===== src/rtl/muldiv_pkg.sv =====
`default_nettype none
// ----------------------------------------------------------------------------
// muldiv_pkg : shared encodings and constants for the sequential mul/div unit
// Rev 1.0
// ----------------------------------------------------------------------------
package muldiv_pkg;

  localparam int ITER  = 32;
  localparam int CNT_W = $clog2(ITER);

  typedef enum logic [2:0] {
    OP_MUL   = 3'd0,
    OP_MULTU = 3'd1,
    OP_DIV   = 3'd2,
    OP_DIVU  = 3'd3,
    OP_MTHI  = 3'd4,
    OP_MTLO  = 3'd5
  } op_e;

  typedef enum logic [1:0] {
    IDLE = 2'd0,
    RUN  = 2'd1,
    FIX  = 2'd2
  } state_e;

  function automatic logic [31:0] neg_if(input logic [31:0] v, input logic neg);
    return neg ? (~v + 32'd1) : v;
  endfunction

endpackage
`default_nettype wire


===== src/rtl/muldiv_step.sv =====
`default_nettype none
// ----------------------------------------------------------------------------
// muldiv_step : one combinational iteration (shift-add multiply or
//               non-restoring divide) on the shared {upper,low} work register
// Rev 1.0
// ----------------------------------------------------------------------------
module muldiv_step (
  input  logic        is_div_i,
  input  logic [32:0] upper_i,
  input  logic [31:0] low_i,
  input  logic [31:0] opnd_i,
  output logic [32:0] upper_o,
  output logic [31:0] low_o
);

  logic [32:0] w_sum;
  logic [32:0] w_shl;
  logic [32:0] w_rem;

  // Remainder arithmetic is modulo 2^33; the true value always fits, so the sign bit is exact.
  always_comb begin
    w_sum = upper_i + (low_i[0] ? {1'b0, opnd_i} : 33'd0);
    w_shl = {upper_i[31:0], low_i[31]};
    w_rem = upper_i[32] ? (w_shl + {1'b0, opnd_i}) : (w_shl - {1'b0, opnd_i});
    if (is_div_i) begin
      upper_o = w_rem;
      low_o   = {low_i[30:0], ~w_rem[32]};
    end else begin
      upper_o = {1'b0, w_sum[32:1]};
      low_o   = {w_sum[0], low_i[31:1]};
    end
  end

endmodule
`default_nettype wire


===== src/rtl/muldiv_seq.sv =====
`default_nettype none
// ----------------------------------------------------------------------------
// muldiv_seq : 32-iteration sequential multiplier/divider with HI/LO registers
// Rev 1.0
// ----------------------------------------------------------------------------
module muldiv_seq
  import muldiv_pkg::*;
(
  input  logic        clk,
  input  logic        rst_n,
  input  logic        start_i,
  input  logic [2:0]  op_i,
  input  logic [31:0] a_i,
  input  logic [31:0] b_i,
  output logic        busy_o,
  output logic        done_o,
  output logic [31:0] hi_o,
  output logic [31:0] lo_o,
  output logic [31:0] muldata_o
);

  state_e             state_q;
  op_e                op_q;
  logic [CNT_W-1:0]   cnt_q;
  logic               sign_a_q;
  logic               sign_b_q;
  logic [32:0]        upper_q;
  logic [31:0]        low_q;
  logic [31:0]        opnd_q;
  logic               done_q;
  logic [31:0]        hi_q;
  logic [31:0]        lo_q;
  logic [31:0]        muldata_q;

  logic               w_in_iter;
  logic               w_in_div;
  logic               w_in_signed;
  logic [31:0]        w_mag_a;
  logic [31:0]        w_mag_b;
  logic               w_is_div;
  logic [32:0]        w_step_upper;
  logic [31:0]        w_step_low;

  logic [63:0]        w_prod;
  logic [63:0]        w_prod_s;
  logic [31:0]        w_rem;
  logic [31:0]        w_rem_s;
  logic [31:0]        w_quo_s;
  logic [31:0]        hi_d;
  logic [31:0]        lo_d;
  logic [31:0]        muldata_d;

  assign w_in_iter   = (op_i == OP_MUL) || (op_i == OP_MULTU) ||
                       (op_i == OP_DIV) || (op_i == OP_DIVU);
  assign w_in_div    = (op_i == OP_DIV) || (op_i == OP_DIVU);
  assign w_in_signed = (op_i == OP_MUL) || (op_i == OP_DIV);
  assign w_mag_a     = neg_if(a_i, w_in_signed & a_i[31]);
  assign w_mag_b     = neg_if(b_i, w_in_signed & b_i[31]);
  assign w_is_div    = (op_q == OP_DIV) || (op_q == OP_DIVU);

  muldiv_step u_step (
    .is_div_i (w_is_div),
    .upper_i  (upper_q),
    .low_i    (low_q),
    .opnd_i   (opnd_q),
    .upper_o  (w_step_upper),
    .low_o    (w_step_low)
  );

  // Result formation; a zero divisor forces an all-ones quotient while the
  // remainder path naturally yields the original dividend.
  always_comb begin
    w_prod    = {upper_q[31:0], low_q};
    w_prod_s  = (sign_a_q ^ sign_b_q) ? (~w_prod + 64'd1) : w_prod;
    w_rem     = upper_q[32] ? (upper_q[31:0] + opnd_q) : upper_q[31:0];
    w_rem_s   = neg_if(w_rem, sign_a_q);
    w_quo_s   = (opnd_q == 32'd0) ? 32'hFFFF_FFFF : neg_if(low_q, sign_a_q ^ sign_b_q);
    hi_d      = hi_q;
    lo_d      = lo_q;
    muldata_d = muldata_q;
    case (op_q)
      OP_MUL:   muldata_d = w_prod_s[31:0];
      OP_MULTU: {hi_d, lo_d} = w_prod_s;
      OP_DIV,
      OP_DIVU: begin
        hi_d = w_rem_s;
        lo_d = w_quo_s;
      end
      default: ;
    endcase
  end

  always_ff @(posedge clk or negedge rst_n) begin
    if (!rst_n) begin
      state_q   <= IDLE;
      op_q      <= OP_MUL;
      cnt_q     <= '0;
      sign_a_q  <= 1'b0;
      sign_b_q  <= 1'b0;
      upper_q   <= '0;
      low_q     <= '0;
      opnd_q    <= '0;
      done_q    <= 1'b0;
      hi_q      <= '0;
      lo_q      <= '0;
      muldata_q <= '0;
    end else begin
      done_q <= 1'b0;
      case (state_q)
        IDLE: begin
          if (start_i) begin
            if (w_in_iter) begin
              op_q     <= op_e'(op_i);
              sign_a_q <= w_in_signed & a_i[31];
              sign_b_q <= w_in_signed & b_i[31];
              cnt_q    <= '0;
              upper_q  <= '0;
              // Divide shifts the dividend out of low; multiply shifts the multiplier.
              low_q    <= w_in_div ? w_mag_a : w_mag_b;
              opnd_q   <= w_in_div ? w_mag_b : w_mag_a;
              state_q  <= RUN;
            end else if (op_i == OP_MTHI) begin
              hi_q <= a_i;
            end else if (op_i == OP_MTLO) begin
              lo_q <= a_i;
            end
          end
        end
        RUN: begin
          upper_q <= w_step_upper;
          low_q   <= w_step_low;
          cnt_q   <= cnt_q + CNT_W'(1);
          if (cnt_q == CNT_W'(ITER - 1)) begin
            state_q <= FIX;
          end
        end
        FIX: begin
          hi_q      <= hi_d;
          lo_q      <= lo_d;
          muldata_q <= muldata_d;
          done_q    <= 1'b1;
          state_q   <= IDLE;
        end
        default: state_q <= IDLE;
      endcase
    end
  end

  assign busy_o    = (state_q != IDLE);
  assign done_o    = done_q;
  assign hi_o      = hi_q;
  assign lo_o      = lo_q;
  assign muldata_o = muldata_q;

endmodule
`default_nettype wire


===== config.mk =====
export PLATFORM = sky130hd
export DESIGN_NAME = muldiv_seq
export DESIGN_NICKNAME = d
export VERILOG_FILES = /design/src/rtl/muldiv_pkg.sv /design/src/rtl/muldiv_step.sv /design/src/rtl/muldiv_seq.sv
export SDC_FILE = /design/constraint.sdc
export NUM_CORES = 1
export LEC_CHECK = 0
export CORE_ASPECT_RATIO = 1.75
export CORE_UTILIZATION = 55
export DETAILED_ROUTE_END_ITERATION = 6
export PLACE_DENSITY = 0.76
export SYNTH_ARGS = -nofsm -noshare
export SYNTH_HDL_FRONTEND = slang
export SYNTH_SLANG_ARGS = --single-unit
export TNS_END_PERCENT = 50

===== constraint.sdc =====
create_clock -name clk -period 11.8 [get_ports clk]
set_input_delay 2.36 -clock clk [delete_from_list [all_inputs] [get_ports clk]]
set_output_delay 2.36 -clock clk [all_outputs]
set_load 0.02 [all_outputs]

==> summary.txt <==
Routing
  • Via density: about 6.4
  • DR WL/cell: roughly 22 µm
  • 1st-iter DRT viols: ~1500
  • Final WL: approximately 70 mm
  • Vias: about 20000
  • Final ANT Viol Nets: 0
  • DR DRC count: 1
  • 1st-pass router iterations: 7

Timing
  • # setup viols final: 0
  • Fmax: approximately 180 MHz
  • Final hold violation count: 0
  • Final Max Tran Viols: 0
  • Hold Slack: about 0.48 ns
  • Max Clock Skew: 0.0198 ns
  • RSZ-0062 raised after global routing: false
  • Crit share post-route: 0.466
  • Tightest Pin Transition: approximately 1.4 ns
  • Rel. slew slack: 0.0689
  • Final min period: approximately 5.5 ns
  • Setup TNS: 0 ns

Yosys
  • Synth top cells by count: nand2_1 (399), a21oi_1 (246), nor2_1 (244)
  • Syn Area/Cell: 7.59 µm²
  • Fraction of registers with async set/reset: 1.00
  • Yosys cell types: roughly 110
  • Yosys top cell area share: 0.259
  • Mapped Nets: roughly 2800
  • Seq/Total Area, Yosys: 0.259
  • Synth Instances: approximately 2600
  • Post-Syn Area: approximately 0.020 mm²
  • Area contributors post-synth: dfrtp_1 (26%), nand2_1 (7.5%), ha_1 (6.4%)
  • Count leader, synth: nand2_1
  • Flops & latches, synth: 206
  • EDFF count, synth: 0
  • Synth warn: 0
  • Top_reg_cell synth: dfrtp_1
  • Area leader, netlist: dfrtp_1

Power and ir drop
  • Maximum vdd ir drop: around 0.00027 V
  • P per Cell Area: 337 mW/mm²
  • Combinational share of power: 0.705
  • Psw: ~4.0 mW
  • Clk pwr share: 0.099
  • Total internal power: approximately 3.6 mW
  • Sw Ratio: 0.530
  • Static leakage: around 9.4 nW
  • Sequential Power Share: 0.196

CTS
  • CTS resizes: 0
  • Reg clk slew, reported paths: approximately 0.060 ns
  • CTS Buffer Depth: 3
  • CTS Buf Count: 23
  • Total clock sinks: 206
  • Hold_buf cts: 0
  • Clock Latency Late Sink: about 0.55 ns
  • H-tree Lvls: 1
  • Setup Fix Bufs, Post-CTS: 0
  • Root Driver: clkbuf_16
  • CTS tree: done

Floorplanning
  • # rows: between 90 and 100
  • Core Box Area: approximately 0.035 mm²
  • Die width: 146 µm
  • Height of the die: around 250 µm
  • Num ports: 168
  • Initial Utilization: 0.561
  • Die area: 0.0369 mm²

Critical path
  • Startpoint types: primary input
  • R2R setup slack: approximately 6.7 ns
  • Critical path's largest stage delay: roughly 0.66 ns
  • Crit path depth: 12
  • Reg2reg path depth: 18
  • Most frequent CP cell: nand2_1
  • Critical R2R Launch: opnd_q[1]$_DFFE_PN0P_
  • Critical path startpoint: b_i[2]
  • Worst setup endpoint: low_q[30]$_DFFE_PN0P_
  • Top delay family on crit path: simple AND/OR/NAND/NOR gates
  • CP bufs+invs: 1
  • WS Path Type: in2reg
  • CP required: roughly 12 ns
  • Worst-path cell chain: clkdlybuf4s50_1 -> or3_1 -> nor3b_1 -> nand2_1 -> nor3_1 -> and2_1 -> nand2_1 -> o21ai_0 -> xor2_1 -> nand2_1 -> a31oi_1 -> o21ai_0
  • R2r endpoint: upper_q[31]$_DFFE_PN0P_
  • CP max FO: 4
  • Max stage delay cell, worst path: nor3_1
  • Critical path arrival: 5.89 ns
  • Crit. End Element: flip-flop

Global routing
  • Pin count of the biggest net entering global routing: a little over 90
  • Number of global-route vias before repair: 20000
  • Initial antenna violation count: 2
  • Total gr overflow: 0
  • GRT Resource Usage Total: 0.377
  • First-pass GRT wire length: 109 mm

Run status
  • Status: finished, violations left
  • Violated checks: design-rule violations

Min path
  • Worst hold stages: 2
  • Hold WC Path Type: reg2reg

Cells and area
  • Final layout net count: between 2000 and 3000
  • Layout cells sized above 1: 0.0700
  • Area grow syn2layout: 13.0%

Placement
  • DP Wirelength: around 54 mm
  • GPL Wtd Cong: around 0.99
  • Number of port buffers: ~170

Flow run
  • MaxCap Viol Count: 0
## kinds of logic after synthesis
kind of cell	share of synthesized area
AND/OR/NAND/NOR	0.224
AO/OA/AOI/OAI	0.273
buffers and inverters	0.0466
flip-flops	0.259
XOR/XNOR	0.107
adder cells (fa/ha/maj)	0.0672
multiplexers	0.0218
## power groups by stage
stage	logic (mW)	clock network (mW)	registers, mW
final	5.33	0.750	1.48
after global routing	5.85	0.775	1.51
after CTS	5.25	0.756	1.46
after detailed placement	5.23	0	1.47
after global placement	5.12	0	1.46
after floorplan	3.92	0	1.38
## cells in the final DEF, fill, tap and decap left out, types with 17 or more instances in the layout
master and n:
a31oi_1 46, a211oi_1 21, a21o_1 53, xnor2_1 137, dfrtp_1 205, nand4_1 17, inv_1 53, mux2i_1 22
xor2_1 102, nand2b_1 17, ha_1 102, nor2_1 243, o21a_1 19, a31o_2 31, nand3_1 48, clkbuf_16 23
o21ai_0 226, clkdlybuf4s50_1 166, or3_1 17, and2_1 43, nand2_1 398, o31ai_1 28, buf_4 28, o22ai_1 17
nor3_1 60, mux2_2 19, a21oi_1 245
## worst min-delay path: stages (launching register included)
cell	delay (ns)
dfrtp_1	0.34
nand2_1	0.04
o21ai_0	0.06
## how the worst min path moves through the flow
stage,from,to,slack [ns]
4_1_cts,lo_o[30]$_DFFE_PN0P_,lo_o[30]$_DFFE_PN0P_,0.48
6_report,muldata_o[9]$_DFFE_PN0P_,muldata_o[9]$_DFFE_PN0P_,0.48
3_3_place_gp,lo_o[14]$_DFFE_PN0P_,lo_o[14]$_DFFE_PN0P_,0.46
5_1_grt,lo_o[30]$_DFFE_PN0P_,lo_o[30]$_DFFE_PN0P_,0.50
3_5_place_dp,lo_o[30]$_DFFE_PN0P_,lo_o[30]$_DFFE_PN0P_,0.47
2_1_floorplan,op_q[0]$_DFFE_PN0P_,op_q[0]$_DFFE_PN0P_,0.46
## layer usage
metal	global-route usage	wire length, µm
met2	0.686	35400
met1	0.417	26300
met3	0.0346	4020
met5	0	0
met4	0.253	4860
## sequential cells by signal, indices dropped and copies added, names as in the netlist
register / count
cnt_q: 5
done_o: 1
hi_o: 32
lo_o: 32
low_q: 32
muldata_o: 32
op_q: 3
opnd_q: 32
sign_a_q: 1
sign_b_q: 1
state_q: 2
upper_q: 33
## final cells by class
cell class / count / area [µm²]
timing repair buffer: 195 / 1890
tap: 465 / 582
inverter: 55 / 206
fill: 3193 / 13000
clock buffer: 26 / 617
clock inverter: 15 / 144
antenna: 3 / 7.51
sequential: 206 / 5160
multi-input combinational: 2203 / 13900
## stage by stage
stage / setup WS (ns) / cell area (µm²) / util / std cells / total power, mW
after floorplan: 6.57 / 19900 / - / 2618 / 5.30
after global placement: 5.81 / 21700 / 0.613 / 3124 / 6.58
after detailed placement: 5.82 / 21700 / 0.613 / 3124 / 6.70
after CTS: 6.35 / 22500 / 0.634 / 3165 / 7.47
after global routing: 5.99 / 22500 / 0.634 / 3167 / 8.13
final: 6.30 / 22500 / 0.634 / 3168 / 7.56
Power figures use the tool's default switching activity.
